### src/rtl/riscv_timer.sv
// Machine timer (CLINT-style) on the core data bus: a 64-bit mtime advanced
// by a prescaler, a 64-bit mtimecmp, and a registered level interrupt.
module riscv_timer #(
    parameter logic [31:0] BASE_ADDR = 32'h0200_0000,
    parameter logic        RST_EN    = 1'b0,
    parameter logic [31:0] RST_DIV   = 32'd0
) (
    input  logic        clk,
    input  logic        rst,
    input  logic        I_req,
    input  logic        I_we,
    input  logic [31:0] I_addr,
    input  logic [31:0] I_wdata,
    input  logic [3:0]  I_mask,
    output logic [31:0] O_rdata,
    output logic        O_ready,
    output logic        O_hit,
    output logic        O_timer_int
);

    typedef struct packed {
        logic        req;
        logic        we;
        logic [2:0]  off;
        logic [31:0] wdata;
        logic [3:0]  mask;
    } bus_req_t;

    localparam logic [2:0] OFF_CTRL = 3'd0;
    localparam logic [2:0] OFF_DIV  = 3'd1;
    localparam logic [2:0] OFF_MTL  = 3'd2;
    localparam logic [2:0] OFF_MTH  = 3'd3;
    localparam logic [2:0] OFF_CPL  = 3'd4;
    localparam logic [2:0] OFF_CPH  = 3'd5;

    bus_req_t    breq;
    logic        en, int_en;
    logic [31:0] div, pcnt, hi_shadow;
    logic [63:0] mtime, mtimecmp;
    logic        tick;
    logic        wr, rd;
    logic        wr_ctrl, wr_div, wr_mtl, wr_mth, wr_cpl, wr_cph;
    logic [31:0] rd_sel, wr_old, wr_new;
    logic        unused_addr_bits;

    // Byte-lane merge of write data over the current register contents.
    function automatic logic [31:0] lane_merge(input logic [31:0] old_v,
                                               input logic [31:0] new_v,
                                               input logic [3:0]  m);
        logic [31:0] r;
        for (int i = 0; i < 4; i++)
            r[8*i +: 8] = m[i] ? new_v[8*i +: 8] : old_v[8*i +: 8];
        return r;
    endfunction

    assign breq = '{req: I_req, we: I_we, off: I_addr[4:2], wdata: I_wdata, mask: I_mask};
    // Sub-word address bits select nothing: every access is a full word.
    assign unused_addr_bits = ^I_addr[1:0];

    assign O_hit   = (I_addr[31:5] == BASE_ADDR[31:5]);
    assign O_ready = breq.req & O_hit;
    assign wr      = breq.req & breq.we & O_hit;
    assign rd      = breq.req & ~breq.we & O_hit;

    assign wr_ctrl = wr & (breq.off == OFF_CTRL);
    assign wr_div  = wr & (breq.off == OFF_DIV);
    assign wr_mtl  = wr & (breq.off == OFF_MTL);
    assign wr_mth  = wr & (breq.off == OFF_MTH);
    assign wr_cpl  = wr & (breq.off == OFF_CPL);
    assign wr_cph  = wr & (breq.off == OFF_CPH);

    assign tick = en & (pcnt == div);

    // Register read mux and write-merge source; MTIME_HI reads the shadow
    // but a write merges into the live upper half of mtime.
    always_comb begin
        rd_sel = 32'h0;
        wr_old = 32'h0;
        case (breq.off)
            OFF_CTRL: begin rd_sel = {30'h0, int_en, en}; wr_old = rd_sel;         end
            OFF_DIV:  begin rd_sel = div;                  wr_old = div;            end
            OFF_MTL:  begin rd_sel = mtime[31:0];          wr_old = mtime[31:0];    end
            OFF_MTH:  begin rd_sel = hi_shadow;            wr_old = mtime[63:32];   end
            OFF_CPL:  begin rd_sel = mtimecmp[31:0];       wr_old = mtimecmp[31:0]; end
            OFF_CPH:  begin rd_sel = mtimecmp[63:32];      wr_old = mtimecmp[63:32]; end
            default:  begin rd_sel = 32'h0;                wr_old = 32'h0;          end
        endcase
    end

    assign wr_new  = lane_merge(wr_old, breq.wdata, breq.mask);
    assign O_rdata = (O_hit & ~breq.we) ? rd_sel : 32'h0;

    // Control and divide registers.
    always_ff @(posedge clk) begin
        if (rst) begin
            en     <= RST_EN;
            int_en <= 1'b0;
            div    <= RST_DIV;
        end else begin
            if (wr_ctrl) {int_en, en} <= wr_new[1:0];
            if (wr_div)  div          <= wr_new;
        end
    end

    // Prescaler: restarts on any CTRL/DIV write, frozen while disabled.
    always_ff @(posedge clk) begin
        if (rst)                  pcnt <= 32'h0;
        else if (wr_ctrl | wr_div) pcnt <= 32'h0;
        else if (en)              pcnt <= tick ? 32'h0 : pcnt + 32'd1;
    end

    // mtime: a software write wins over a tick and suppresses that increment.
    always_ff @(posedge clk) begin
        if (rst)          mtime         <= 64'h0;
        else if (wr_mtl)  mtime[31:0]   <= wr_new;
        else if (wr_mth)  mtime[63:32]  <= wr_new;
        else if (tick)    mtime         <= mtime + 64'd1;
    end

    // Compare value.
    always_ff @(posedge clk) begin
        if (rst) begin
            mtimecmp <= 64'hFFFF_FFFF_FFFF_FFFF;
        end else begin
            if (wr_cpl) mtimecmp[31:0]  <= wr_new;
            if (wr_cph) mtimecmp[63:32] <= wr_new;
        end
    end

    // Upper-half snapshot on a MTIME_LO read, so lo-then-hi reads are atomic.
    always_ff @(posedge clk) begin
        if (rst)                             hi_shadow <= 32'h0;
        else if (rd && breq.off == OFF_MTL) hi_shadow <= mtime[63:32];
    end

    // Registered level interrupt; follows the compare one cycle late.
    always_ff @(posedge clk) begin
        if (rst) O_timer_int <= 1'b0;
        else     O_timer_int <= int_en & (mtime >= mtimecmp);
    end

endmodule

### config.mk
export PLATFORM = sky130hd
export DESIGN_NAME = riscv_timer
export DESIGN_NICKNAME = d
export VERILOG_FILES = /design/src/rtl/riscv_timer.sv
export SDC_FILE = /design/constraint.sdc
export NUM_CORES = 1
export LEC_CHECK = 0
export CAP_MARGIN = 0
export CORE_MARGIN = 2
export CORE_UTILIZATION = 50
export CTS_BUF_LIST = sky130_fd_sc_hd__clkbuf_16
export CTS_CLUSTER_SIZE = 40
export DETAILED_ROUTE_END_ITERATION = 16
export GPL_TIMING_DRIVEN = 0
export PLACE_DENSITY = 0.7
export SYNTH_ARGS = -nofsm -noshare
export SYNTH_HDL_FRONTEND = slang
export SYNTH_SLANG_ARGS = --single-unit
### constraint.sdc
create_clock -name clk -period 4.8 [get_ports clk]
set_input_delay 0.96 -clock clk [delete_from_list [all_inputs] [get_ports clk]]
set_output_delay 0.96 -clock clk [all_outputs]
set_load 0.005 [all_outputs]
==> flow_metrics.py <==
metrics = {
    "timing": {
        "fmax_mhz": 207,
        "timing.final.hold_violations": 0,
        "maxSlewViolCount": 0,
        "max-slew-margin-rel_pct": 2.92,
        "worst_slack_ps": -29.5,
        "finalCriticalPeriod_ps": 4830,
        "worst_slew_pin_slew_ps": 1440,
        "grt_setup_unrepaired": "false",
        "fin_skew_ps": 9.71,
        "fin_tns_setup_ps": -41.6,
        "period_share_pct": 101,
        "setup_violations": 2,
    },
    "floorplanning": {
        "die_h_um": 172,
        "chipWidth_um": 172,
        "initial_core_util_pct": 50.8,
        "dieArea_mm2": 0.0295,
        "io_pins": 107,
        "row_count": 61,
        "core_area_mm2": 0.0277,
    },
    "critical_path": {
        "cp_max_fo": 10,
        "crit_chain": "clkdlybuf4s50_1 > buf_2 > clkbuf_4 > nor3b_2 > a22o_1 > a221oi_2 > a21oi_1 > clkdlybuf4s50_1",
        "worst_path_max_delay_cell": "nor3b_2",
        "endpoint_kind": "output pin",
        "path_common_cell": "clkdlybuf4s50_1",
        "r2r_cells": 8,
        "required_ps": 3840,
        "path_class": "primary input to output pin",
        "start_kind": "primary input",
        "critPathMaxStageDelay_ps": 760,
        "cp.arrival_ps": 3870,
    },
    "placed_design": {
        "dp_cells": 2373,
        "gp_congestion": 1.03,
        "hpwl_um": 47800,
        "port_buffers": 100,
    },
    "synth": {
        "avgSynthCellArea_um2": 7.45,
        "synth.largest_area_cell": "dfxtp_1",
        "synth_cell_types": 69,
        "ys_ff_latch": 227,
        "synth_edf_count": 0,
        "synthMostInstantiatedCell": "nand2_1",
        "synth_flop_cell": "dfxtp_1",
        "synth_cells": 1889,
        "async_flop_share_pct": 0,
        "synth.area.top_cells": "dfxtp_1 32%, a21oi_1 7.7%, nand2_1 7.2%",
        "synthTopCellsByCount": "269 x nand2_1, 227 x dfxtp_1, 217 x a21oi_1",
        "yosysWarnings": 0,
        "seq_area_frac_synth_pct": 32.3,
        "netlist_area_mm2": 0.0141,
        "synth_nets": 2027,
        "yosys.area.top_type_share_pct": 32.3,
    },
    "clock_tree": {
        "clkSinkCount": 227,
        "clk_pin_slew_ps": 60,
        "numCtsBuffers": 28,
        "cts_root_buffer": "clkbuf_16",
        "cts_buffer_depth": 3,
        "cts_tree": "yes",
        "htree_num_levels": 1,
        "clkLatencyLatePin_ps": 560,
    },
    "detailed_routing": {
        "dr_total_vias": 15800,
        "wire_per_inst_um": 25.4,
        "ant_nets": 0,
        "avgViaCountPerCell": 6.49,
        "totalWireLength_um": 61700,
        "drc_errors": 0,
        "first_iter_violations": 2283,
        "drt_first_pass_iters": 7,
    },
    "global_routing": {
        "grt_max_degree": 14,
        "grt_antenna_before_repair": 0,
        "track_usage_pct": 40.8,
        "grt_pass1_wl_um": 89300,
        "grt_pass1_vias": 14400,
        "grt_overflow": 0,
    },
    "min_path": {
        "whs_path_depth": 2,
        "holdCritPathClass": "register to register",
    },
    "power_and_ir_drop": {
        "p_per_area_mw_per_mm2": 268,
        "static-leakage-power_nw": 7.20,
        "max-vdd-ir-drop_v": 0.000256,
    },
    "finish": {
        "drive_above_1_share_pct": 7.31,
        "fin_util_pct": 60.6,
        "nets": 2168,
        "instances_no_fill": 2431,
        "fill_cells": 2590,
        "area_delta_synth_final_pct": 19.3,
    },
    "status": {
        "status": "finished, violations left",
        "violations": "setup timing",
    },
    "flow_run": {
        "drv.max_cap_violation_count": 0,
    },
}
## sequential cells by signal, indices dropped and copies added, names as in the netlist
name / flops
O_timer_int: 1
div: 32
en: 1
hi_shadow: 32
int_en: 1
mtime: 64
mtimecmp: 64
pcnt: 32
## metrics by stage
step | setup WS [ps] | instance area, um^2 | hold slack, ps | power [W]
5_1_grt | 0.417 | 16800 | 462 | 0.00456
6_report | -29.5 | 16800 | 451 | 0.00449
4_1_cts | -88.6 | 16700 | 453 | 0.00447
2_1_floorplan | 1350 | 14100 | 432 | 0.00207
3_5_place_dp | -561 | 15600 | 446 | 0.00226
3_3_place_gp | -698 | 15500 | 439 | 0.00226
## cell usage in the layout, fill, tap and decap left out, types with 29 or more instances in the layout
cell / netlist / final
nor4_1: 37 / 37
nand4_1: 30 / 30
dfxtp_1: 227 / 227
clkbuf_16: 0 / 29
nand2_1: 269 / 269
nand3_1: 41 / 41
xor2_1: 40 / 40
nor3_1: 40 / 40
o211ai_1: 59 / 59
clkbuf_1: 98 / 80
o21ai_0: 133 / 133
a21oi_1: 217 / 217
nor4bb_1: 48 / 47
nor2_1: 200 / 200
ha_1: 66 / 66
clkdlybuf4s50_1: 0 / 100
inv_1: 80 / 87
## routing by layer
metal / GRT usage [%] / wire length [um]
met1: 55.6 / 25300
met3: 8.42 / 6770
met2: 60.6 / 25900
met5: 0 / 0
met4: 21.8 / 3780
## cell type report
| type | count | area [um^2] | share of cell area (%) |
|---|---|---|---|
| diodes | 2 | 5.00 | 0.0298 |
| plain buffers | 137 | 598 | 3.56 |
| clock buffers | 29 | 726 | 4.32 |
| clock inverters | 22 | 229 | 1.36 |
| inverters | 82 | 308 | 1.83 |
| multi-input cells | 1442 | 8810 | 52.5 |
| flip-flops and latches | 227 | 4540 | 27.1 |
| well taps | 378 | 473 | 2.82 |
| repair buffers | 112 | 1090 | 6.50 |
## logic make-up (layout without fill, tap and decap cells)
kind of cell / Yosys count / in the layout / share of synthesized area (%)
DFF: 227 / 227 / 32.3
muxes: 14 / 14 / 1.02
adders and majority gates: 66 / 66 / 5.87
xor gates and xnor gates: 62 / 62 / 3.86
and+or+nand+nor: 766 / 766 / 27.7
buffers and inverters: 220 / 382 / 6.25
AOI/OAI and AO/OA: 534 / 534 / 23.0
other: 0 / 2 / 0
## where the power goes
part / leakage, nW / internal, W / total [W] / switching [W]
sequential: 1.83 / 0.00188 / 0.00188 / 0.000000000000510
combinational: 4.87 / 0.000114 / 0.000372 / 0.000259
clock: 0.494 / 0.00135 / 0.00224 / 0.000882
## worst max-delay path, delay by kind of cell
family	cells	cell delay (ps)
buf+inv	4	1550
compound gates	3	590
simple gates	1	760
## repair_timing
| action | 4_1_cts | 5_1_grt |
|---|---|---|
| endpoints found under the setup margin | 31 | 31 |
| hold buffers | 0 | 0 |
| gates resized for setup | 44 | 30 |
| buffers inserted | 0 | 6 |
| pin swaps | 0 | 1 |
## worst paths after layout
check | startpoint | slack [ps] | endpoint
worst max-delay path | I_addr[3] | -30 | O_rdata[11]
worst min-delay path | hi_shadow[22] | 450 | hi_shadow[22]
worst max register to register | mtime[1] | 1290 | mtime[36]
worst min register to register | hi_shadow[22] | 450 | hi_shadow[22]
(Power assumes the default switching activity.)
